File: config.mk
export PLATFORM = sky130hd
export DESIGN_NAME = seg7_scan_capture_flat
export DESIGN_NICKNAME = d
export VERILOG_FILES = /design/src/rtl/seg7_pkg.sv /design/src/rtl/seg7_scan_capture_if.sv /design/src/rtl/seg7_pattern_decode.sv /design/src/rtl/seg7_scan_capture.sv /design/src/flat_wrapper.sv
export SDC_FILE = /design/constraint.sdc
export NUM_CORES = 1
export LEC_CHECK = 0
export BUFFER_PORTS_ARGS = -buffer_cell sky130_fd_sc_hd__buf_2
export CAP_MARGIN = 20
export CORE_MARGIN = 10
export CORE_UTILIZATION = 45
export CTS_CLUSTER_SIZE = 40
export DETAILED_ROUTE_END_ITERATION = 8
export SETUP_SLACK_MARGIN = 0.4
export SYNTH_ARGS = -nofsm -noshare
export SYNTH_HDL_FRONTEND = slang
export SYNTH_SLANG_ARGS = --single-unit
File: constraint.sdc
create_clock -name clk -period 4.8 [get_ports clk]
set_clock_uncertainty 0.15 [all_clocks]
set_input_delay 0.24 -clock clk [delete_from_list [all_inputs] [get_ports clk]]
set_output_delay 0.24 -clock clk [all_outputs]
set_load 0.03 [all_outputs]
File: src/rtl/seg7_pkg.sv
// Shared constants and decode helpers for the seven-segment scan capture block.
// Segment constants are active-high {a,b,c,d,e,f,g}; anode constants are active-low one-hot.
package seg7_pkg;

  localparam logic [6:0] SEG_0 = 7'h7E;
  localparam logic [6:0] SEG_1 = 7'h30;
  localparam logic [6:0] SEG_2 = 7'h6D;
  localparam logic [6:0] SEG_3 = 7'h79;
  localparam logic [6:0] SEG_4 = 7'h33;
  localparam logic [6:0] SEG_5 = 7'h5B;
  localparam logic [6:0] SEG_6 = 7'h5F;
  localparam logic [6:0] SEG_7 = 7'h70;
  localparam logic [6:0] SEG_8 = 7'h7F;
  localparam logic [6:0] SEG_9 = 7'h7B;
  localparam logic [6:0] SEG_A = 7'h77;
  // The encoder draws B like 8 and D like 0, so these never decode back to B or D.
  localparam logic [6:0] SEG_B = SEG_8;
  localparam logic [6:0] SEG_C = 7'h4E;
  localparam logic [6:0] SEG_D = SEG_0;
  localparam logic [6:0] SEG_E = 7'h4F;
  localparam logic [6:0] SEG_F = 7'h47;

  localparam logic [3:0] AN_D0   = 4'b1110;
  localparam logic [3:0] AN_D1   = 4'b1101;
  localparam logic [3:0] AN_D2   = 4'b1011;
  localparam logic [3:0] AN_D3   = 4'b0111;
  localparam logic [3:0] AN_IDLE = 4'b1111;

  typedef struct packed {
    logic       err;
    logic [3:0] val;
  } seg_dec_t;

  typedef struct packed {
    logic       legal;
    logic [1:0] idx;
  } an_dec_t;

  function automatic seg_dec_t seg_decode(input logic [6:0] seg_ah);
    seg_dec_t r;
    r = '0;
    case (seg_ah)
      SEG_0:   r.val = 4'h0;
      SEG_1:   r.val = 4'h1;
      SEG_2:   r.val = 4'h2;
      SEG_3:   r.val = 4'h3;
      SEG_4:   r.val = 4'h4;
      SEG_5:   r.val = 4'h5;
      SEG_6:   r.val = 4'h6;
      SEG_7:   r.val = 4'h7;
      SEG_8:   r.val = 4'h8;
      SEG_9:   r.val = 4'h9;
      SEG_A:   r.val = 4'hA;
      SEG_C:   r.val = 4'hC;
      SEG_E:   r.val = 4'hE;
      SEG_F:   r.val = 4'hF;
      default: r.err = 1'b1;
    endcase
    return r;
  endfunction

  function automatic an_dec_t an_decode(input logic [3:0] an);
    an_dec_t r;
    r = '0;
    case (an)
      AN_D0:   begin r.legal = 1'b1; r.idx = 2'd0; end
      AN_D1:   begin r.legal = 1'b1; r.idx = 2'd1; end
      AN_D2:   begin r.legal = 1'b1; r.idx = 2'd2; end
      AN_D3:   begin r.legal = 1'b1; r.idx = 2'd3; end
      default: r = '0;
    endcase
    return r;
  endfunction

endpackage

File: src/rtl/seg7_scan_capture_if.sv
// Raw multiplexed display lines (all active-low) as driven by the scan driver.
interface seg7_scan_capture_if;
  logic [3:0] an;
  logic [6:0] seg;
  logic       dp;

  modport master (output an, seg, dp);
  modport slave  (input  an, seg, dp);
endinterface

File: src/rtl/seg7_pattern_decode.sv
// Combinational active-high segment pattern to hex digit decoder.
module seg7_pattern_decode
  import seg7_pkg::*;
(
  input  logic [6:0] seg_ah,
  output logic [3:0] val,
  output logic       err
);

  seg_dec_t dec;

  assign dec = seg_decode(seg_ah);
  assign val = dec.val;
  assign err = dec.err;

endmodule

File: src/rtl/seg7_scan_capture.sv
// Rebuilds the four digit values and dots from a sampled 4-digit scan,
// publishing each complete frame with a strobe, an error flag and a stale flag.
module seg7_scan_capture
  import seg7_pkg::*;
#(
  parameter int unsigned SETTLE  = 4,
  parameter int unsigned TIMEOUT = 1024
) (
  input  logic               clk,
  input  logic               rst_n,
  seg7_scan_capture_if.slave scan,
  output logic [3:0]         val3,
  output logic [3:0]         val2,
  output logic [3:0]         val1,
  output logic [3:0]         val0,
  output logic               dot3,
  output logic               dot2,
  output logic               dot1,
  output logic               dot0,
  output logic               frame_stb,
  output logic               frame_err,
  output logic               stale
);

  localparam logic [7:0]  SETTLE_MAX = 8'(SETTLE);
  localparam logic [7:0]  SETTLE_CAP = 8'(SETTLE - 1);
  localparam logic [15:0] TMO_MAX    = 16'(TIMEOUT - 1);

  logic [3:0]  a_q, a_p;
  logic [6:0]  s_q, s_p, s_ah;
  logic        d_q, d_p;
  logic [7:0]  settle_cnt, settle_next;
  logic [15:0] tmo_cnt;
  logic        visit_cap;
  logic [3:0]  seen, seen_base, cap_mask;
  logic        pub_pend;
  logic        a_chg, same, capture;
  an_dec_t     an_dec;
  logic [3:0]  dec_val;
  logic        dec_err;
  logic [15:0] val_w;
  logic [3:0]  dot_w, shadow_err_w;
  logic        frame_stb_reg, frame_err_reg;

  // a_p/s_p/d_p hold the previous sample so stability is judged on registered data only.
  always_ff @(posedge clk) begin
    if (!rst_n) begin
      a_q <= AN_IDLE;
      s_q <= 7'h7F;
      d_q <= 1'b1;
      a_p <= AN_IDLE;
      s_p <= 7'h7F;
      d_p <= 1'b1;
    end else begin
      a_q <= scan.an;
      s_q <= scan.seg;
      d_q <= scan.dp;
      a_p <= a_q;
      s_p <= s_q;
      d_p <= d_q;
    end
  end

  assign an_dec = an_decode(a_q);
  assign a_chg  = (a_q != a_p);
  assign same   = ({a_q, s_q, d_q} == {a_p, s_p, d_p});
  assign s_ah   = ~s_q;

  seg7_pattern_decode u_decode (
    .seg_ah (s_ah),
    .val    (dec_val),
    .err    (dec_err)
  );

  always_comb begin
    settle_next = 8'd0;
    if (an_dec.legal && same) begin
      settle_next = (settle_cnt == SETTLE_MAX) ? settle_cnt : settle_cnt + 8'd1;
    end
  end

  // One capture per anode visit: visit_cap blocks re-arming until the anode moves.
  assign capture   = an_dec.legal && (settle_next == SETTLE_CAP) && !(visit_cap && !a_chg);
  assign cap_mask  = capture ? (4'b0001 << an_dec.idx) : 4'b0000;
  assign seen_base = pub_pend ? 4'b0000 : seen;

  always_ff @(posedge clk) begin
    if (!rst_n) begin
      settle_cnt    <= 8'd0;
      tmo_cnt       <= 16'd0;
      visit_cap     <= 1'b0;
      seen          <= 4'b0000;
      pub_pend      <= 1'b0;
      frame_stb_reg <= 1'b0;
      frame_err_reg <= 1'b0;
    end else begin
      settle_cnt <= settle_next;
      if (a_chg) begin
        tmo_cnt <= 16'd0;
      end else if (tmo_cnt != TMO_MAX) begin
        tmo_cnt <= tmo_cnt + 16'd1;
      end
      if (capture) begin
        visit_cap <= 1'b1;
      end else if (a_chg) begin
        visit_cap <= 1'b0;
      end
      seen          <= seen_base | cap_mask;
      pub_pend      <= capture && ((seen_base | cap_mask) == 4'hF);
      frame_stb_reg <= pub_pend;
      if (pub_pend) begin
        frame_err_reg <= |shadow_err_w;
      end
    end
  end

  for (genvar gi = 0; gi < 4; gi++) begin : g_digit
    logic [3:0] shadow_val_reg, pub_val_reg;
    logic       shadow_dot_reg, shadow_err_reg, pub_dot_reg;
    logic       hit;

    assign hit = cap_mask[gi];

    always_ff @(posedge clk) begin
      if (!rst_n) begin
        shadow_val_reg <= 4'h0;
        shadow_dot_reg <= 1'b0;
        shadow_err_reg <= 1'b0;
        pub_val_reg    <= 4'h0;
        pub_dot_reg    <= 1'b0;
      end else begin
        if (hit) begin
          shadow_val_reg <= dec_val;
          shadow_dot_reg <= ~d_q;
        end
        if (hit) begin
          shadow_err_reg <= dec_err;
        end else if (pub_pend) begin
          shadow_err_reg <= 1'b0;
        end
        if (pub_pend) begin
          pub_val_reg <= shadow_val_reg;
          pub_dot_reg <= shadow_dot_reg;
        end
      end
    end

    assign val_w[gi*4 +: 4] = pub_val_reg;
    assign dot_w[gi]        = pub_dot_reg;
    assign shadow_err_w[gi] = shadow_err_reg;
  end

  assign {val3, val2, val1, val0} = val_w;
  assign {dot3, dot2, dot1, dot0} = dot_w;
  assign frame_stb = frame_stb_reg;
  assign frame_err = frame_err_reg;
  assign stale     = (tmo_cnt == TMO_MAX);

endmodule

File: src/flat_wrapper.sv
// flat-port wrapper written by rule: the top's interface ports become plain ports
module seg7_scan_capture_flat import seg7_pkg::*;
#(
  parameter int unsigned SETTLE  = 4,
  parameter int unsigned TIMEOUT = 1024
)
  (clk, rst_n, val3, val2, val1, val0, dot3, dot2, dot1, dot0, frame_stb, frame_err, stale, scan_an, scan_seg, scan_dp);
  seg7_scan_capture_if scan_i ();
  input  logic clk;
  input  logic rst_n;
  output logic [3:0] val3;
  output logic [3:0] val2;
  output logic [3:0] val1;
  output logic [3:0] val0;
  output logic dot3;
  output logic dot2;
  output logic dot1;
  output logic dot0;
  output logic frame_stb;
  output logic frame_err;
  output logic stale;
  input wire logic [$bits(scan_i.an)-1:0] scan_an;
  input wire logic [$bits(scan_i.seg)-1:0] scan_seg;
  input wire logic [$bits(scan_i.dp)-1:0] scan_dp;
  assign scan_i.an = scan_an;
  assign scan_i.seg = scan_seg;
  assign scan_i.dp = scan_dp;
  seg7_scan_capture #(.SETTLE(SETTLE), .TIMEOUT(TIMEOUT)) u_core (.clk(clk), .rst_n(rst_n), .scan(scan_i), .val3(val3), .val2(val2), .val1(val1), .val0(val0), .dot3(dot3), .dot2(dot2), .dot1(dot1), .dot0(dot0), .frame_stb(frame_stb), .frame_err(frame_err), .stale(stale));
endmodule
* Word level (Yosys, flattened, before mapping)
Index checks and enable logic that the tools add are counted.
** Operators by class
- Eq/ne operators :: 25
- Mux-type cells :: 14
- Reduce and logical (&&, ||, !) cells :: 15
- Bitwise gates (word level) :: 4
- Shift-type cells :: 1
- $add $sub $neg :: 2
** Operators with widths (count)
- 7-bit equality test (second input constant) :: 12
- 4-bit case mux with 13 select lines :: 1
- 16-bit by 1-bit adder with 16-bit output (second input constant) :: 1
- 16-bit by 10-bit equality test with 1-bit output (second input constant) :: 1
- 4-bit equality test (second input constant) :: 4
- 8-bit two-way mux :: 2
- 16-bit by 10-bit != test with 1-bit output (second input constant) :: 1
- 7-bit by 6-bit equality test with 1-bit output (second input constant) :: 2
- 14-bit OR reduction :: 1
- 12-bit equality test :: 1
- 3-bit case mux with 4 select lines :: 1
- 2-bit nonzero test :: 5
- 8-bit by 1-bit adder with 8-bit output (second input constant) :: 1
- 8-bit by 2-bit equality test with 1-bit output (second input constant) :: 1
- 8-bit by 3-bit equality test with 1-bit output (second input constant) :: 1
- 1-bit two-way mux :: 8
- 4-bit two-way mux :: 2
- 7-bit NOT :: 1
- 1-bit logical AND :: 5
- 4-bit by 3-bit equality test with 1-bit output (second input constant) :: 1
- 4-bit != test :: 1
- 4-bit OR :: 1
- 4-bit OR reduction :: 1
- 1-bit by 2-bit << shifter with 4-bit output (first input constant) :: 1
- 3 further kinds :: 5
** Storage, ports and cells
- Word-level logic and storage cells :: 94
- Flip-flop bits (word level) :: 100
- Output and inout bits :: 23

* Depth between registers and ports, before layout
Gate-level depths: netlist (run 1).
- Depth after elaboration :: 11
- Gate-level depth with buffers :: 8
- Depth with buffers taken out :: 7

* By module
Synthesis (run 1) repeated with hierarchy kept, for this count alone.
** Unflattened totals
- Cell total of the unflattened synthesis :: 455
- Area, all modules :: 4385.5 sq um
** Modules (own cells, without submodules)
- seg7_scan_capture :: cells each 410, instances 1, area each 4066.4 sq um
- seg7_pattern_decode :: cells each 45, instances 1, area each 319.1 sq um

* Worst setup path before layout (run 1)
Ideal clock, no wire load.
- Kind :: reg-to-reg
- Start point :: reg u_core.settle_cnt[0]
- End point :: reg u_core.g_digit[1].shadow_val_reg[0]
- Cell stages (with the launch flop) :: 8
- Setup time :: 73 ps
- Required time :: 4577 ps
- Setup slack :: 2555 ps
- Clock period less this slack :: 2245 ps
- Arrival time :: 2022 ps
- Cell sequence :: dfxtp_1 -> ha_1 -> nand3_1 -> or4_1 -> o311ai_2 -> and4_1 -> buf_4 -> mux2i_1
** On the way
- Cells in the longest elaborated chain, start to end :: 7
- Elaborated cells on any way between the ends :: 8
** RTL lines
- from (decl) :: line seg7_scan_capture.sv:32 : logic [7:0] settle_cnt, settle_next;
- from (signal assigned) :: line seg7_scan_capture.sv:97 : settle_cnt <= settle_next;
- 8-bit by 1-bit adder with 8-bit output / 8-bit by 3-bit equality test with 1-bit output (equally long branches) :: line seg7_scan_capture.sv:78 : settle_next = (settle_cnt == SETTLE_MAX) ? settle_cnt : settle_cnt + 8'd1;
- 8-bit two-way mux * :: line seg7_scan_capture.sv:78
- 8-bit two-way mux * :: line seg7_scan_capture.sv:77 : if (an_dec.legal && same) begin
- 8-bit by 2-bit equality test with 1-bit output * :: line seg7_scan_capture.sv:83 : assign capture = an_dec.legal && (settle_next == SETTLE_CAP) && !(visit_cap && !a_chg);
- 1-bit logical AND * (2 in a row) :: line seg7_scan_capture.sv:83
- 4-bit two-way mux * :: line seg7_scan_capture.sv:84 : assign cap_mask = capture ? (4'b0001 << an_dec.idx) : 4'b0000;
- to (signal assigned) :: line seg7_scan_capture.sv:133 : shadow_val_reg <= dec_val;
- to (decl) :: line seg7_scan_capture.sv:118 : logic [3:0] shadow_val_reg, pub_val_reg;
Every way passes the cells marked *; elsewhere a longest branch is shown, timed or not.
A chain may end at the register's enable or synchronous reset.

* Final worst setup path (run 1)
- Start point :: reg u_core.tmo_cnt[12]
- End point :: out stale
** On the way
- Cells in the longest elaborated chain, start to end :: 1
** RTL lines
- from (decl) :: line seg7_scan_capture.sv:33 : logic [15:0] tmo_cnt;
- from (signal assigned) :: line seg7_scan_capture.sv:101 : tmo_cnt <= tmo_cnt + 16'd1;
- 16-bit by 10-bit equality test with 1-bit output :: line seg7_scan_capture.sv:157 : assign stale = (tmo_cnt == TMO_MAX);
- to (decl) :: line flat_wrapper.sv:21 : output logic stale;
Every way passes these cells.

==> metrics, run 1 <==
sequential power share between 50% and 60%; Post-Synth XOR/XNOR Area under 10%; Worst EP arrival roughly 2.3 ns; CTS buffer count 9; Top Ports 37; syn avg cell area 9.704 um2; Layout area overhead 13.33%; vias in the first global route 3040; setup slack, reg-to-reg 2.24 ns; Power Total 1.475 mW; Synth top cells by count 100 x dfxtp_1, 45 x nand2_1, 44 x mux2i_1, 32 x nor2_1, 27 x nand2b_1; CTS sink cnt 100; CP Max Fanout 9; CTS tree done; port bufs 36; largest family of logic cells by synthesized area simple AND/OR/NAND/NOR gates; Async SR Flop Fraction 0%; Peak VDD IR around 0.20 mV; final hold violations 0; final setup vio count 0; WP data required 4.41 ns; critical register-to-register path endpoint u_core.g_digit[1].shadow_val_reg[3]$_SDFFE_PN0P_; FP Rows 35; largest net degree at the start of global routing 55; min cycle time layout 2.713 ns; Seq/Total Area, Yosys 46.15%; Setup CP Type reg2out; Die X 118.2 um; Synth top area share 46.15%; Residual DRC 0; first-pass GRT wire length 14.29 mm; Hold Path Origin u_core.g_digit[1].shadow_val_reg[2]$_SDFFE_PN0P_; GP Congestion a little under 0.8; Int Power 1.134 mW; placed wire-length estimate 5.677 mm; GRT overflow 0; Pre-antenna DRT Iters 5; fin. max-slew vios 0; crit path launch type flop; Synth Flop Type dfxtp_1; synth top area cells dfxtp_1 46%, mux2i_1 10%, xor2_1 4.6%; simple-gate share of the synthesized area 24.57%; Post-CTS Setup Bufs 0; # placed instances 590; Peak Freq 368.5 MHz; core area slightly above 0.009 mm2; Post-Synthesis Cells 447; DR WL/cell 13.19 um; Hold Path Class reg2reg; GRT Total Usage between 10% and 20%; antenna violations before repair 0; Total Wirelength 8.149 mm; Finished Layout Cells 618; yosys warns 0; max_slew headroom 44.61%; Net Switching 0.3413 mW; Reg clk slew, reported paths 0.09 ns; syn_nets between 400 and 500; Synth cell types 54; outcome complete, no violations; clock latency on the worst-skew pair between 0.3 and 0.4 ns; slew at the pin with the worst max-slew slack ~0.83 ns; Via density roughly 5; CP Capture Type output pin; DIE AREA 0.01397 mm2; initial DRC count approximately 120; R2R Path Start u_core.settle_cnt[0]$_SDFF_PN0_; Gate power share 4.6%; Max Cap Viol 0; hold path depth 2; mux contribution to synthesized area 10.15%; n_diodes 0; Post-synth EDFFs 0; Period Utilization, post-route 56.53%; Switching Fraction between 20% and 30%; Starting Density 46.51%; FF-to-FF path depth 6; post-route antenna net violation count 0; DR vias 3111; share of cells above drive strength 1 13.09%; Lkg Pwr approximately 1.8 nW; Synth area leader dfxtp_1; CTS Buffer Depth 2; clock network power share a little under two fifths; TNS Setup 0 ns; synthesized flop and latch total 100; Synth Area in Compound Gates 8.134%; pwr dens 300.1 mW/mm2; H-tree depth 3; Adder-Cell Fraction of Synth Area 0.8653%; RSZ-0062 raised after global routing no; Die Height 118.2 um; post-synthesis cell area 0.004338 mm2; most common cell in the netlist dfxtp_1; CTS root buf clkbuf_8; hold endpoint u_core.g_digit[1].shadow_val_reg[2]$_SDFFE_PN0P_; post-CTS resize count 0; Nets 501
==> worst max-delay path by stage <==
stage	slack [ns]	endpoint	startpoint
2_1_floorplan	2.56	u_core.g_digit[1].shadow_val_reg[0]$_SDFFE_PN0P_	u_core.settle_cnt[0]$_SDFF_PN0_
5_1_grt	1.98	stale	u_core.tmo_cnt[12]$_SDFFE_PP0N_
4_1_cts	2.05	stale	u_core.tmo_cnt[12]$_SDFFE_PP0N_
3_5_place_dp	2.26	u_core.g_digit[1].shadow_val_reg[1]$_SDFFE_PN0P_	u_core.settle_cnt[0]$_SDFF_PN0_
6_report	2.09	stale	u_core.tmo_cnt[12]$_SDFFE_PP0N_
3_3_place_gp	2.32	u_core.g_digit[1].shadow_val_reg[0]$_SDFFE_PN0P_	u_core.settle_cnt[0]$_SDFF_PN0_
==> critical path, cell delays in order (launching register included) <==
cell,delay (ns)
dfxtp_1,0.34
or4_1,0.54
or4b_1,0.67
nor2_4,0.19
buf_2,0.22
==> cell usage in the layout (no fill, tap or decap), types with 3 or more instances in the layout <==
cell,synthesis,final
a2111oi_0,6,6
a21boi_1,4,4
a21oi_1,6,6
and2_1,3,3
and3_1,4,4
and4_1,3,3
buf_2,3,36
clkbuf_8,0,10
dfxtp_1,100,100
dlygate4sd3_1,0,12
ha_1,3,3
inv_1,5,5
mux2i_1,44,44
nand2_1,45,45
nand2b_1,27,27
nand3_1,9,9
nand4_1,5,5
nand4_4,3,3
nor2_1,32,32
nor2b_1,24,24
nor3_1,7,7
nor3b_1,8,8
nor4_1,4,4
o2111ai_1,4,4
o21a_1,3,3
o21ai_1,6,6
xnor2_1,13,13
xor2_1,23,23
==> routing by layer <==
layer	global-route usage, %	part of all wire, %	up-vias
met3	3.808	3.4	5
met4	3.478	0.87	0
li1	-	-	1624
met1	14.30	48	1446
met2	19.96	48	36
met5	0	0	-
==> power groups by stage <==
| stage | registers, mW | logic, mW | clock network (mW) |
|---|---|---|---|
| final | 0.854 | 0.0679 | 0.554 |
| after detailed placement | 0.873 | 0.0618 | 0 |
| after floorplan | 0.863 | 0.0554 | 0 |
| after CTS | 0.854 | 0.0693 | 0.581 |
| after global placement | 0.873 | 0.0604 | 0 |
| after global routing | 0.857 | 0.0767 | 0.610 |
==> cells by family after synthesis <==
family                   after synthesis
AND/OR/NAND/NOR                      189
adder cells (fa/ha/maj)                3
flip-flops                           100
AO/OA/AOI/OAI                         46
buffers and inverters                 29
multiplexers                          44
XOR/XNOR                              36
==> metrics by stage <==
step	worst slack, ns	hold slack, ns	util, %	cell area, um2
after floorplan	2.555	0.1777	-	4338
after global placement	2.321	0.2711	49.20	4589
after detailed placement	2.257	0.2746	49.20	4589
after CTS	2.046	0.3196	52.70	4916
after global routing	1.977	0.3347	52.70	4916
final	2.087	0.3181	52.70	4916
==> cell type report <==
cell class,count,area [um2]
Timing Repair Buffer,50,315.3
Fill cell,849,4412
Multi-Input combinational cell,318,2212
Tap cell,129,161.4
Clock buffer,10,137.6
Sequential cell,100,2002
Inverter,5,18.77
Clock inverter,6,68.82
==> what timing repair did <==
| item | CTS | global route |
|---|---|---|
| endpoints found under the hold margin | 12 | 0 |
| setup endpoints to repair | 0 | 0 |
| hold buffers | 12 | 0 |
No activity file was read; power rests on OpenSTA's default activity.
==> run 2, diff against run 1 <==
--- a/config.mk
+++ b/config.mk
@@ -11,6 +11,7 @@
 export CORE_UTILIZATION = 45
 export CTS_CLUSTER_SIZE = 40
 export DETAILED_ROUTE_END_ITERATION = 8
+export PLACE_DENSITY = 0.65
 export SETUP_SLACK_MARGIN = 0.4
 export SYNTH_ARGS = -nofsm -noshare
 export SYNTH_HDL_FRONTEND = slang
==> constraint.sdc (replaced) <==
create_clock -name clk -period 2.3 [get_ports clk]
set_clock_uncertainty 0.15 [all_clocks]
set_input_delay 0.115 -clock clk [delete_from_list [all_inputs] [get_ports clk]]
set_output_delay 0.115 -clock clk [all_outputs]
set_load 0.03 [all_outputs]
==> run 2 against run 1 <==
Register-to-register slack got worse by 2.2 ns. Global-route usage up 1.5 points. Wire length rose by 19%. Via count grew 8.9%. Largest cell class unchanged.
==> metrics, run 2 (synthesis results as in run 1) <==
GRT Total Usage 13.46%; final setup vio count 0; Place WS -0.04150 ns; Top Ports 37; DR WL/cell between 10 and 15 um; WP buf/inv 1; n_diodes 0; max_slew headroom 59.93%; Final WS setup approximately 0.037 ns; H-tree depth 3; GP Congestion 0.8050; final hold violations 0; Die X between 100 and 150 um; Top Family by Delay on Critical Path simple AND/OR/NAND/NOR gates; Starting Density 46.51%; core area slightly above 0.009 mm2; Via density 5.147; FP Rows 35; Peak VDD IR between 0.3 and 0.4 mV; multi-input combinational cell area 0.002522 mm2; Core Util, Final ~60%; Power Total approximately 3.1 mW; Nets 543; min cycle time layout 2.263 ns; GRT overflow 0; DIE AREA 0.01397 mm2; vias in the first global route 3430; slew at the pin with the worst max-slew slack 0.5965 ns; CTS Buffer Depth 2; initial DRC count 147; Worst EP arrival 2.00 ns; CTS sink cnt 100; antenna violations before repair 0; Residual DRC 0; Hold Path Class in2reg; largest net degree at the start of global routing 52; fin. max-slew vios 0; crit path launch type flop; RSZ-0062 raised after global routing yes; Peak Freq 441.9 MHz; share of cells above drive strength 1 29.68%; CP Capture Type output pin; post-route antenna net violation count 0; critical-path cell list or4_4 -> or4b_4 -> nor2_4 -> buf_6; DR vias 3387; Layout area overhead 29.91%; fillers ~770; CTS buffer count 9; outcome complete, no violations; Setup CP Type reg2out; CTS root buf clkbuf_8; port bufs 36; TNS Setup 0 ns; CP max stage cell or4_4; Total Wirelength around 9.7 mm; WP data required 2.04 ns; CTS tree done; Max Cap Viol 0; Reg clk slew, reported paths roughly 0.090 ns; Period Utilization, post-route 98.38%; CP Max Fanout 2; Worst path max stage delay 0.52 ns; most common cell after layout, fill and taps aside dfxtp_1; most frequent cells in the layout 85 x dfxtp_1, 44 x mux2i_1, 43 x nand2_1, 35 x buf_2, 32 x nor2_1; placed wire-length estimate 5.924 mm; pwr dens 543.1 mW/mm2; clock latency on the worst-skew pair 0.36 ns; first-pass GRT wire length 16.19 mm; Pre-antenna DRT Iters 4; FF+latch area 0.002031 mm2; Die Height 118.2 um; Lkg Pwr 2.092 nW
-- run 2: power breakdown --
group          total (mW)  leakage (nW)  internal [mW]  switching [mW]
sequential           1.77         0.818           1.75          0.0194
combinational       0.185          1.18         0.0893          0.0959
clock                1.11        0.0935          0.501           0.607
-- run 2: layout make-up --
class,instances,share of cell area (%)
sequential,100,36.03
multi-input combinational,318,44.76
tap,129,2.864
clock buffer,9,2.198
timing repair buffer,92,12.61
inverter,5,0.4218
clock inverter,5,1.110
-- run 2: worst paths after layout --
kind	from	end	slack, ns	depth (start not counted)
max	u_core.tmo_cnt[15]$_SDFFE_PP0N_	stale	0.04	4
min	rst_n	u_core.s_q[2]$_SDFF_PN1_	0.05	3
max reg2reg	u_core.tmo_cnt[15]$_SDFFE_PP0N_	u_core.tmo_cnt[5]$_SDFFE_PP0N_	0.04	6
min reg2reg	u_core.g_digit[3].shadow_val_reg[2]$_SDFFE_PN0P_	u_core.g_digit[3].shadow_val_reg[2]$_SDFFE_PN0P_	0.31	2
-- run 2: per-layer routing --
metal | GRT usage (%) | part of all wire [%]
met5 | 0 | 0
met4 | 4.019 | 1.3
met3 | 3.903 | 3.7
met2 | 24.37 | 53
met1 | 14.81 | 42
-- run 2: what timing repair did --
action	in CTS	in global routing
endpoints found under the hold margin	12	0
setup endpoints to repair	53	55
gates resized for setup	49	30
hold buffers	12	0
pin swaps	21	14
setup buffers	25	5
cloned	0	0
-- run 2: stage by stage --
step	instance area (um2)	hold slack, ns	instances
finish	5635	0.05372	658
global route	5635	0.05584	658
CTS	5487	0.03657	653
detailed placement	4748	0.1481	602
global placement	4748	0.1457	602
floorplan	4398	0.05265	447
-- run 2: worst min-delay path, delay by kind of cell --
family / cells / cell delay, ns
simple gates: 1 / 0.09
buf+inv: 2 / 0.32
==> run 3, diff against run 2 <==
--- a/config.mk
+++ b/config.mk
@@ -6,11 +6,12 @@
 export NUM_CORES = 1
 export LEC_CHECK = 0
 export BUFFER_PORTS_ARGS = -buffer_cell sky130_fd_sc_hd__buf_2
-export CAP_MARGIN = 20
+export CAP_MARGIN = 30
 export CORE_MARGIN = 10
 export CORE_UTILIZATION = 45
 export CTS_CLUSTER_SIZE = 40
 export DETAILED_ROUTE_END_ITERATION = 8
+export MAX_ROUTING_LAYER = met4
 export PLACE_DENSITY = 0.65
 export SETUP_SLACK_MARGIN = 0.4
 export SYNTH_ARGS = -nofsm -noshare
==> run 3 against run 2 <==
Sequential share of layout area shrank 0.064 points. Cell count increased by 0.15%. Maximum frequency is 0.45% lower. Critical path depth stayed put. Wire length grew 1.1%. Core utilization increased by 0.11 points. Die area stayed put. Clock power is essentially flat. Largest cell class unchanged. Highest routed layer unchanged.
==> metrics, run 3 (synthesis results as in run 1) <==
GP Congestion approximately 0.8; top routing layer used met4; Die Height ~120 um; Net Switching 0.7227 mW; setup slack, reg-to-reg about 0.050 ns; GRT overflow 0; fin. max-slew vios 0; antenna violations before repair 0; met2 wire length 5.189 mm; most common cell after layout, fill and taps aside dfxtp_1; clock latency on the worst-skew pair 0.36 ns; Core Util, Final 60.52%; critical-path cell list or4_4 -> or4b_4 -> nor2_4 -> buf_6; Switching Fraction 23.61%; CTS root buf clkbuf_8; Nets 544; post-route antenna net violation count 0; Max Cap Viol 0; pwr dens 542.2 mW/mm2; core area slightly above 0.009 mm2; most frequent cells in the layout 85 x dfxtp_1, 44 x mux2i_1, 42 x nand2_1, 35 x buf_2, 32 x nor2_1; Via density 5.159; Gate power share ~6%; H-tree depth 3; critical register-to-register path endpoint u_core.tmo_cnt[5]$_SDFFE_PP0N_; CTS buffer count 9; final setup vio count 0; slew at the pin with the worst max-slew slack slightly above 0.6 ns; Power Total 3.061 mW; WP data required 2.04 ns; Reg clk slew, reported paths about 0.090 ns; CTS tree done; R2R Path Start u_core.tmo_cnt[15]$_SDFFE_PP0N_; Total Wirelength between 9 and 10 mm; outcome complete, no violations; Lkg Pwr between 2 and 2.5 nW; DIE AREA 0.01397 mm2; DR WL/cell 14.91 um; hold endpoint u_core.s_q[2]$_SDFF_PN1_; initial DRC count 156; CTS sink cnt 100; CP Capture Type output pin; final hold violations 0; sequential power share between 50% and 60%; DR vias 3400; FF-to-FF path depth 6; largest net degree at the start of global routing 52; vias in the first global route 3409; Post-Route M1 WL 4.133 mm; crit path launch type flop; Worst path max stage delay roughly 0.52 ns; Int Power 2.338 mW; FP Rows 35; Hold Path Origin rst_n; Die X 118.2 um; CP Max Fanout 2; first-pass GRT wire length around 16 mm; WP buf/inv 1; met3 routed WL a little over 300 um; Residual DRC 0; RSZ-0062 raised after global routing yes; Peak VDD IR ~0.32 mV; Peak Freq 439.9 MHz; min cycle time layout 2.273 ns; Period Utilization, post-route 98.83%; Top Family by Delay on Critical Path simple AND/OR/NAND/NOR gates; GRT Total Usage 13.88%; n_diodes 0; placed wire-length estimate 5.924 mm; CP max stage cell or4_4; CTS Buffer Depth 2; Hold Path Class in2reg; Top Ports 37; Starting Density 46.51%; Layout area overhead 30.14%; Setup CP Type reg2out; hold path depth 3; Pre-antenna DRT Iters 4; Worst EP arrival 2.01 ns; max_slew headroom 58.90%; share of cells above drive strength 1 30.00%; port bufs 36; clock network power share 36.2%
[run 3: changes by cell type in the layout (fill, tap and decap cells not counted), sizes merged]
cell  delta
buf      +1
[run 3: how the worst max path moves through the flow]
stage                                         start                             end  depth (start not counted)
global route        u_core.tmo_cnt[15]$_SDFFE_PP0N_                           stale                          4
global placement    u_core.tmo_cnt[12]$_SDFFE_PP0N_  u_core.tmo_cnt[7]$_SDFFE_PP0N_                          5
detailed placement  u_core.tmo_cnt[12]$_SDFFE_PP0N_  u_core.tmo_cnt[7]$_SDFFE_PP0N_                          5
CTS                 u_core.tmo_cnt[15]$_SDFFE_PP0N_                           stale                          4
floorplan           u_core.tmo_cnt[12]$_SDFFE_PP0N_  u_core.tmo_cnt[0]$_SDFFE_PP0N_                          6
finish              u_core.tmo_cnt[15]$_SDFFE_PP0N_                           stale                          4
[run 3: power by group through the flow]
stage | clock network, mW | registers, mW | logic (mW)
after CTS | 1.14 | 1.77 | 0.179
final | 1.11 | 1.77 | 0.186
after global placement | 0 | 1.81 | 0.147
after detailed placement | 0 | 1.81 | 0.148
after global routing | 1.22 | 1.77 | 0.205
after floorplan | 0 | 1.80 | 0.116
[run 3: cell type report]
class	instances	area (um2)
Clock buffer	9	123.9
Inverter	5	23.77
Multi-Input combinational cell	318	2525
Fill cell	772	3682
Timing Repair Buffer	93	718.2
Clock inverter	5	62.56
Sequential cell	100	2031
Tap cell	129	161.4
[run 3: per-stage QoR]
| stage | cells | TNS, ns | hold slack [ns] | setup WS (ns) | cell area (um2) |
|---|---|---|---|---|---|
| after floorplan | 447 | 0 | 0.05265 | 0.1376 | 4398 |
| after global placement | 602 | 0 | 0.1457 | 0.02176 | 4748 |
| after detailed placement | 602 | -0.06406 | 0.1481 | -0.04150 | 4748 |
| after CTS | 653 | -0.02897 | 0.03657 | -0.02894 | 5487 |
| after global routing | 659 | -0.03811 | 0.05296 | -0.02256 | 5645 |
| final | 659 | 0 | 0.05220 | 0.02685 | 5645 |
[run 3: per-layer routing]
layer / vias to the layer above / track usage, %
met5: - / -
met3: 22 / 3.475
met1: 1620 / 15.24
met4: 0 / 4.019
met2: 64 / 24.27
li1: 1694 / -
[run 3: worst min-delay path, cell delays in order]
cell and delay [ns]:
buf_2 0.11, buf_4 0.21, nand2b_1 0.09
[run 3: what timing repair did]
| action | in CTS | in global routing |
|---|---|---|
| cloned | 0 | 0 |
| setup endpoints to repair | 53 | 55 |
| pin swaps | 21 | 14 |
| hold buffers | 12 | 0 |
| resized for setup | 49 | 31 |
| endpoints found under the hold margin | 12 | 0 |
| setup buffers | 25 | 6 |
